## src/rtl/fpadd_pkg.sv

```systemverilog
// Shared definitions for the floating-point adder: default widths, the
// sequencer state encoding and the shift-amount width helper.
package fpadd_pkg;

   localparam int EXPBITS_DEFAULT      = 8;
   localparam int MANTISSABITS_DEFAULT = 23;

   typedef enum logic [2:0] {
      IDLE   = 3'd0,
      ALIGN  = 3'd1,
      NORM   = 3'd2,
      ROUND  = 3'd3,
      RENORM = 3'd4,
      DONE   = 3'd5
   } state_t;

   // Width of the FFO index and of every shift count.
   function automatic int nbits(input int mantissa_bits);
      return $clog2(mantissa_bits);
   endfunction

endpackage

```

## src/rtl/control.sv

```systemverilog
// Sequencer for the floating-point adder datapath: align, normalize,
// round/renormalize loop, result. Outputs decode State plus live status flags.
module control
   import fpadd_pkg::*;
#(
   parameter int EXPBITS      = EXPBITS_DEFAULT,
   parameter int MANTISSABITS = MANTISSABITS_DEFAULT,
   localparam int NBITS       = nbits(MANTISSABITS)
) (
   input  logic                    Clock,
   input  logic                    Reset,
   input  logic                    Go,
   input  logic                    ExpSet,
   input  logic [EXPBITS-1:0]      ExpDiff,
   input  logic                    FFOValid,
   input  logic [NBITS-1:0]        FFOIndex,
   input  logic [MANTISSABITS+1:0] Out,
   output logic                    SelExpMux,
   output logic                    SelSRMuxL,
   output logic                    SelSRMuxG,
   output logic                    ShiftRightEnable,
   output logic [NBITS-1:0]        ShiftRightAmount,
   output logic                    SREn,
   output logic                    SLEn,
   output logic                    NoShift,
   output logic                    IncrEn,
   output logic                    DecrEn,
   output logic [NBITS-1:0]        ShiftAmount,
   output logic                    SelExpMuxR,
   output logic                    SelManMuxR,
   output logic                    Result
);

   localparam logic [NBITS-1:0]   HIDDEN_IDX  = NBITS'(MANTISSABITS);
   localparam logic [NBITS-1:0]   CARRY_IDX   = NBITS'(MANTISSABITS + 1);
   localparam logic [EXPBITS-1:0] ALIGN_LIMIT = EXPBITS'(MANTISSABITS + 1);

   state_t State;
   state_t w_next_state;

   // Only the carry bit of the rounded mantissa steers the sequencer.
   logic w_unused_out;
   assign w_unused_out = ^Out[MANTISSABITS:0];

   // NOTE: every output and the next state get a default before the case,
   // so no path through this block can leave a value held (no latches).
   always_comb begin
      w_next_state     = State;
      SelExpMux        = 1'b0;
      SelSRMuxL        = 1'b0;
      SelSRMuxG        = 1'b0;
      ShiftRightEnable = 1'b0;
      ShiftRightAmount = '0;
      SREn             = 1'b0;
      SLEn             = 1'b0;
      NoShift          = 1'b0;
      IncrEn           = 1'b0;
      DecrEn           = 1'b0;
      ShiftAmount      = '0;
      SelExpMuxR       = 1'b0;
      SelManMuxR       = 1'b0;
      Result           = 1'b0;

      case (State)
         IDLE: begin
            if (Go) w_next_state = ALIGN;
         end

         ALIGN: begin
            SelExpMux        = ExpSet;
            SelSRMuxG        = ExpSet;
            SelSRMuxL        = ~ExpSet;
            ShiftRightEnable = 1'b1;
            // Shifting past hidden bit and carry leaves nothing, so saturate.
            ShiftRightAmount = (ExpDiff <= ALIGN_LIMIT) ? NBITS'(ExpDiff) : CARRY_IDX;
            w_next_state     = NORM;
         end

         NORM: begin
            if (!FFOValid) begin
               NoShift = 1'b1;
            end else if (FFOIndex == CARRY_IDX) begin
               SREn        = 1'b1;
               IncrEn      = 1'b1;
               ShiftAmount = NBITS'(1);
            end else if (FFOIndex < HIDDEN_IDX) begin
               SLEn        = 1'b1;
               DecrEn      = 1'b1;
               ShiftAmount = HIDDEN_IDX - FFOIndex;
            end else begin
               // Leading one already at the hidden bit, or an illegal index.
               NoShift = 1'b1;
            end
            w_next_state = ROUND;
         end

         ROUND: begin
            w_next_state = Out[MANTISSABITS+1] ? RENORM : DONE;
         end

         RENORM: begin
            SelExpMuxR   = 1'b1;
            SelManMuxR   = 1'b1;
            SREn         = 1'b1;
            IncrEn       = 1'b1;
            ShiftAmount  = NBITS'(1);
            w_next_state = ROUND;
         end

         DONE: begin
            Result       = 1'b1;
            SelExpMuxR   = 1'b1;
            SelManMuxR   = 1'b1;
            w_next_state = Go ? ALIGN : IDLE;
         end

         default: w_next_state = IDLE;
      endcase
   end

   // NOTE: state registers use non-blocking assignment so every flop
   // samples its input from before the edge.
   always_ff @(posedge Clock) begin
      if (Reset) State <= IDLE;
      else       State <= w_next_state;
   end

endmodule

```

## config.mk

```make
export PLATFORM = sky130hd
export DESIGN_NAME = control
export DESIGN_NICKNAME = d
export VERILOG_FILES = /design/src/rtl/fpadd_pkg.sv /design/src/rtl/control.sv
export SDC_FILE = /design/constraint.sdc
export NUM_CORES = 1
export LEC_CHECK = 0
export ABC_CLOCK_PERIOD_IN_PS = 2000
export BUFFER_PORTS_ARGS = -buffer_cell sky130_fd_sc_hd__buf_2
export CAP_MARGIN = 20
export CORE_UTILIZATION = 27
export DETAILED_ROUTE_END_ITERATION = 8
export GPL_TIMING_DRIVEN = 0
export PLACE_DENSITY = 0.75
export SYNTH_ARGS = -nofsm -noshare
export SYNTH_HDL_FRONTEND = slang
export SYNTH_SLANG_ARGS = --single-unit
```

## constraint.sdc

```tcl
create_clock -name Clock -period 2 [get_ports Clock]
set_input_delay 0.4 -clock Clock [delete_from_list [all_inputs] [get_ports Clock]]
set_output_delay 0.4 -clock Clock [all_outputs]
set_load 0.05 [all_outputs]
```

; Word-level counts from Yosys, hierarchy flattened
; Cells that the tools add are included.
; Widths: inputs -> output; s select.
[word_totals]
regBits = 3
latchBits = 0
ramBits = 0
mem_bits_ro = 0
inputBits = 43
out_inout_bits = 22
word_cells = 41
mem_count = 0
[classes]
add_sub_neg = 1
multipliers = 0
div = 0
order_cmp = 2
eq_ne = 7
shifts = 0
muxes = 26
bitwise_logic = 1
reduce_logical = 3
[ops]
columns = operator, n
row1 = $mux 5, 5
row2 = $mux 1, 17
row3 = $pmux 3 s5, 1
row4 = $pmux 5 s2, 1
row5 = $le 8x5->1 const B, 1
row6 = $eq 3x2->1 const B, 2
row7 = $eq 3x3->1 const B, 2
row8 = $eq 5x5->1 const B, 1
row9 = $lt 5x5->1 const B, 1
row10 = $sub 5x5->5 const A, 1
row11 = $reduce_or 2->1, 2
row12 = $eq 3x1->1 const B, 1
row13 = $logic_not 3->1, 1
row14 = $mux 3, 1
row15 = $ne 2x2->1 const B, 1
row16 = $pmux 1 s2, 1
row17 = $not 1->1, 1

; Longest topological paths before layout
[logic_depth]
ltp_word = 5
ltp_mapped = 5
depth_no_buf = 5

; Worst setup path after synthesis
; OpenSTA, ideal clock, no wires.
[synth_path]
path_kind = in2out
startpoint = input port FFOIndex[1]
endpoint = output port SREn
t_arrival_ns = 2.108
t_required_ns = 1.600
slack_ns = -0.508
cell_stages = 4
n_path_buf = 1
cell_sequence = nor4b_1 nand2_1 o22ai_1 buf_4
[synth_via]
elab_chain_cells = 4
[synth_lines]
columns = item, line_no
row1 = "start, declared", control.sv:16  ; input logic [NBITS-1:0] FFOIndex,
row2 = $eq 5x5->1, control.sv:82  ; end else if (FFOIndex == CARRY_IDX) begin
row3 = $mux 1 (2 in series), -
row4 = $pmux 1 s2, -
row5 = "end, declared", control.sv:23  ; output logic SREn,
; No other way between the ends.

; Final worst setup path
[layout_path]
startpoint = register State[2]
endpoint = output port ShiftRightAmount[2]
[layout_via]
elab_chain_cells = 2
[layout_lines]
columns = item, line_no
row1 = "start, declared", control.sv:38  ; state_t State;
row2 = "start signal, assigned", control.sv:125  ; else State <= w_next_state;
row3 = $eq 3x1->1, control.sv:64  ; case (State)
row4 = $mux 5, control.sv:64
row5 = "end, declared", control.sv:22  ; output logic [NBITS-1:0] ShiftRightAmount,
; No other way between the ends.

==> flow_metrics.env <==
export IMPL_rsz0062_at_grt="true"
export IMPL_irDropWorstVdd_uv=416
export IMPL_top_regs="State: 3 flops"
export IMPL_yosys_area_top_type="dfxtp_1"
export IMPL_hold_buffers=0
export IMPL_worst_slack_ns=-0.0237
export IMPL_synthSimpleGateAreaFrac=0.381
export IMPL_ys_ff_latch=3
export IMPL_synth_distinct_cells=29
export IMPL_initial_core_util=0.303
export IMPL_synth_edf_count=0
export IMPL_p_per_area_nw_per_um2=562
export IMPL_clockBufferDepth=2
export IMPL_cap_violations=0
export IMPL_synth_compound_area_frac=0.245
export IMPL_gr_total_overflow=0
export IMPL_syn2layout_area_growth_pct=85.5
export IMPL_syn_area_sq_um=414
export IMPL_largest_reg_flops=3
export IMPL_drtIter0Drc=5
export IMPL_grt_max_degree=10
export IMPL_wl_per_cell_um=11.0
export IMPL_synth_adder_area_share=0.0604
export IMPL_crit_type="reg -> out"
export IMPL_grt_usage=0.143
export IMPL_grt_pass1_wl_mm=1.63
export IMPL_hp_class="in -> reg"
export IMPL_drt_total_wl_mm=1.27
export IMPL_num_antenna_cells=0
export IMPL_status="complete, but fails checks"
export IMPL_hold_viol_final=0
export IMPL_nets=147
export IMPL_fin_skew_ns=0.0109
export IMPL_seq_area_sq_um=66.3
export IMPL_drt_pass1_iter_count=4
export IMPL_synth_xor_xnor_area_share=0.0211
export IMPL_hpwlAfterDp_um=893
export IMPL_post_route_period_util=1.01
export IMPL_critical_path_arrival_ns=1.62
export IMPL_synthTopCellsByCount="nor2_1, and2_1, buf_4, inv_1, nand2_1"
export IMPL_die_h_um=41.2
export IMPL_postPlaceCellArea_sq_um=651
export IMPL_num_rows=13
export IMPL_nFillCells=134
export IMPL_antenna_found_initial=0
export IMPL_via_count=543
export IMPL_synthMuxAreaShare=0
export IMPL_syn_nets=102
export IMPL_dieWidth_um=41.2
export IMPL_start_kind="flop"
export IMPL_cts_sinks=3
export IMPL_worst_slew_pin_slew_ns=0.293
export IMPL_slew_headroom=0.804
export IMPL_synthFlopType="dfxtp_1"
export IMPL_period_needed_ns=2.02
export IMPL_viasPerCell=4.68
export IMPL_synth_most_common_cell="nor2_1"
export IMPL_violations="negative setup slack"
export IMPL_cts_max_level=1
export IMPL_finalSetupViolCount=3
export IMPL_num_io_pins=65
export IMPL_synth_top_family_by_area="simple AND/OR/NAND/NOR gates"
export IMPL_coreArea_sq_um=1370
export IMPL_drcViolationCount=0
export IMPL_grt_pass1_vias=407
export IMPL_die_area_sq_um=1690
export IMPL_cp_end_kind="output port"
export IMPL_clk_pin_slew_worst_paths_ns=0.05
export IMPL_slew_viol_final=0
export IMPL_synth_top_area_share=0.145
export IMPL_cts_buffers=3
export IMPL_p_leak_nw=0.401
export IMPL_max_freq_mhz=494
export IMPL_fin_util=0.562
export IMPL_synth_seq_area_share=0.145
export IMPL_multi_input_area_sq_um=348
export IMPL_async_flop_share=0
export IMPL_cts_tree="yes"
export IMPL_yosysWarnings=0
export IMPL_insertion_delay_ns=0.24
export IMPL_cp_data_required_time_ns=1.60
export IMPL_cts_root_buf="clkbuf_4"
export IMPL_yosys_top_cells_area="dfxtp_1, nor2_1, and2_1"
export IMPL_ant_nets=0
export IMPL_portBuffers=40
export IMPL_syn_inst=57
export IMPL_final_layout_size_suffix_gt1_frac=0.634
export IMPL_gp_congestion=0.676
export IMPL_largest_register="State"
export IMPL_finalInstanceArea_sq_um=768
export IMPL_worst_path_max_fanout=9
export IMPL_syn_area_per_cell_sq_um=7.27
-- timing repair --
action                                  in CTS  in global routing
buffers inserted                             2                  0
pin swaps                                    3                  3
resized for setup                           18                  7
gates cloned                                 0                  0
endpoints found under the setup margin      14                 11
-- placed cells by master (no fill, tap or decap), drive strengths merged --
cell type / count
nand2: 4
clkbuf: 6
a211o: 1
a211oi: 1
nor4b: 1
nor4bb: 1
or3b: 2
buf: 44
inv: 3
a21oi: 3
a21o: 1
or3: 1
o22ai: 1
a41o: 1
o21a: 1
a41oi: 1
nor3: 3
clkinvlp: 1
o21ai: 1
ha: 2
xnor2: 1
nand2b: 1
and2: 5
o32a: 1
nor2: 9
o21ba: 1
dfxtp: 3
nand4bb: 1
-- layer usage --
layer / GRT usage / vias up / wire length [um]
li1: - / 288 / -
met1: 0.167 / 238 / 495
met2: 0.250 / 15 / 705
met3: 0.0489 / 2 / 56
met4: 0.0323 / 0 / 13
met5: 0 / - / 0
-- critical path, cell delays in order (launching register included) --
cell and delay, ns:
dfxtp_2 0.36, or3b_4 0.45, a211oi_2 0.25, and2_1 0.18, buf_6 0.16
-- where the power goes --
group / internal [mW] / leakage, nW / switching, mW / total (mW)
sequential: 0.0683 / 0.0261 / 0.0130 / 0.0813
clock: 0.0751 / 0.0150 / 0.0374 / 0.113
combinational: 0.0909 / 0.360 / 0.147 / 0.238
-- cell type report --
type | instances | area share
multi-input combinational | 44 | 0.453
timing repair buffer | 42 | 0.339
sequential | 3 | 0.0863
buffer | 4 | 0.0391
clock buffer | 4 | 0.0342
inverter | 4 | 0.0244
tap | 15 | 0.0244
-- kinds of logic (layout without fill, tap and decap cells) --
family          count (synthesis)  count (layout)
simple gates                   28              28
compound gates                 13              13
buf+inv                        10              54
xor+xnor                        1               1
flops                           3               3
fa+ha+maj                       2               2
-- path summary, 6_finish.rpt --
check,startpoint,to,slack [ns],depth (start not counted)
hold / removal,Reset,State[0]$_SDFFE_PP0P_,0.34,2
hold reg to reg,State[1]$_SDFFE_PP0P_,State[0]$_SDFFE_PP0P_,0.52,2
setup / recovery,State[2]$_SDFFE_PP0P_,ShiftRightAmount[2],-0.02,4
setup reg to reg,State[1]$_SDFFE_PP0P_,State[1]$_SDFFE_PP0P_,0.85,3
-- stage by stage --
step	setup WS (ns)	instances	setup TNS (ns)	hold slack (ns)	power [mW]
finish	-0.0237	116	-0.0528	0.343	0.432
global route	-0.0677	116	-0.195	0.350	0.455
CTS	0.000916	117	0	0.345	0.426
detailed placement	-0.140	112	-0.333	0.540	0.296
global placement	-0.0983	112	-0.170	0.530	0.294
floorplan	-0.379	57	-1.43	0.469	0.243
No activity file was read; power rests on OpenSTA's default activity.
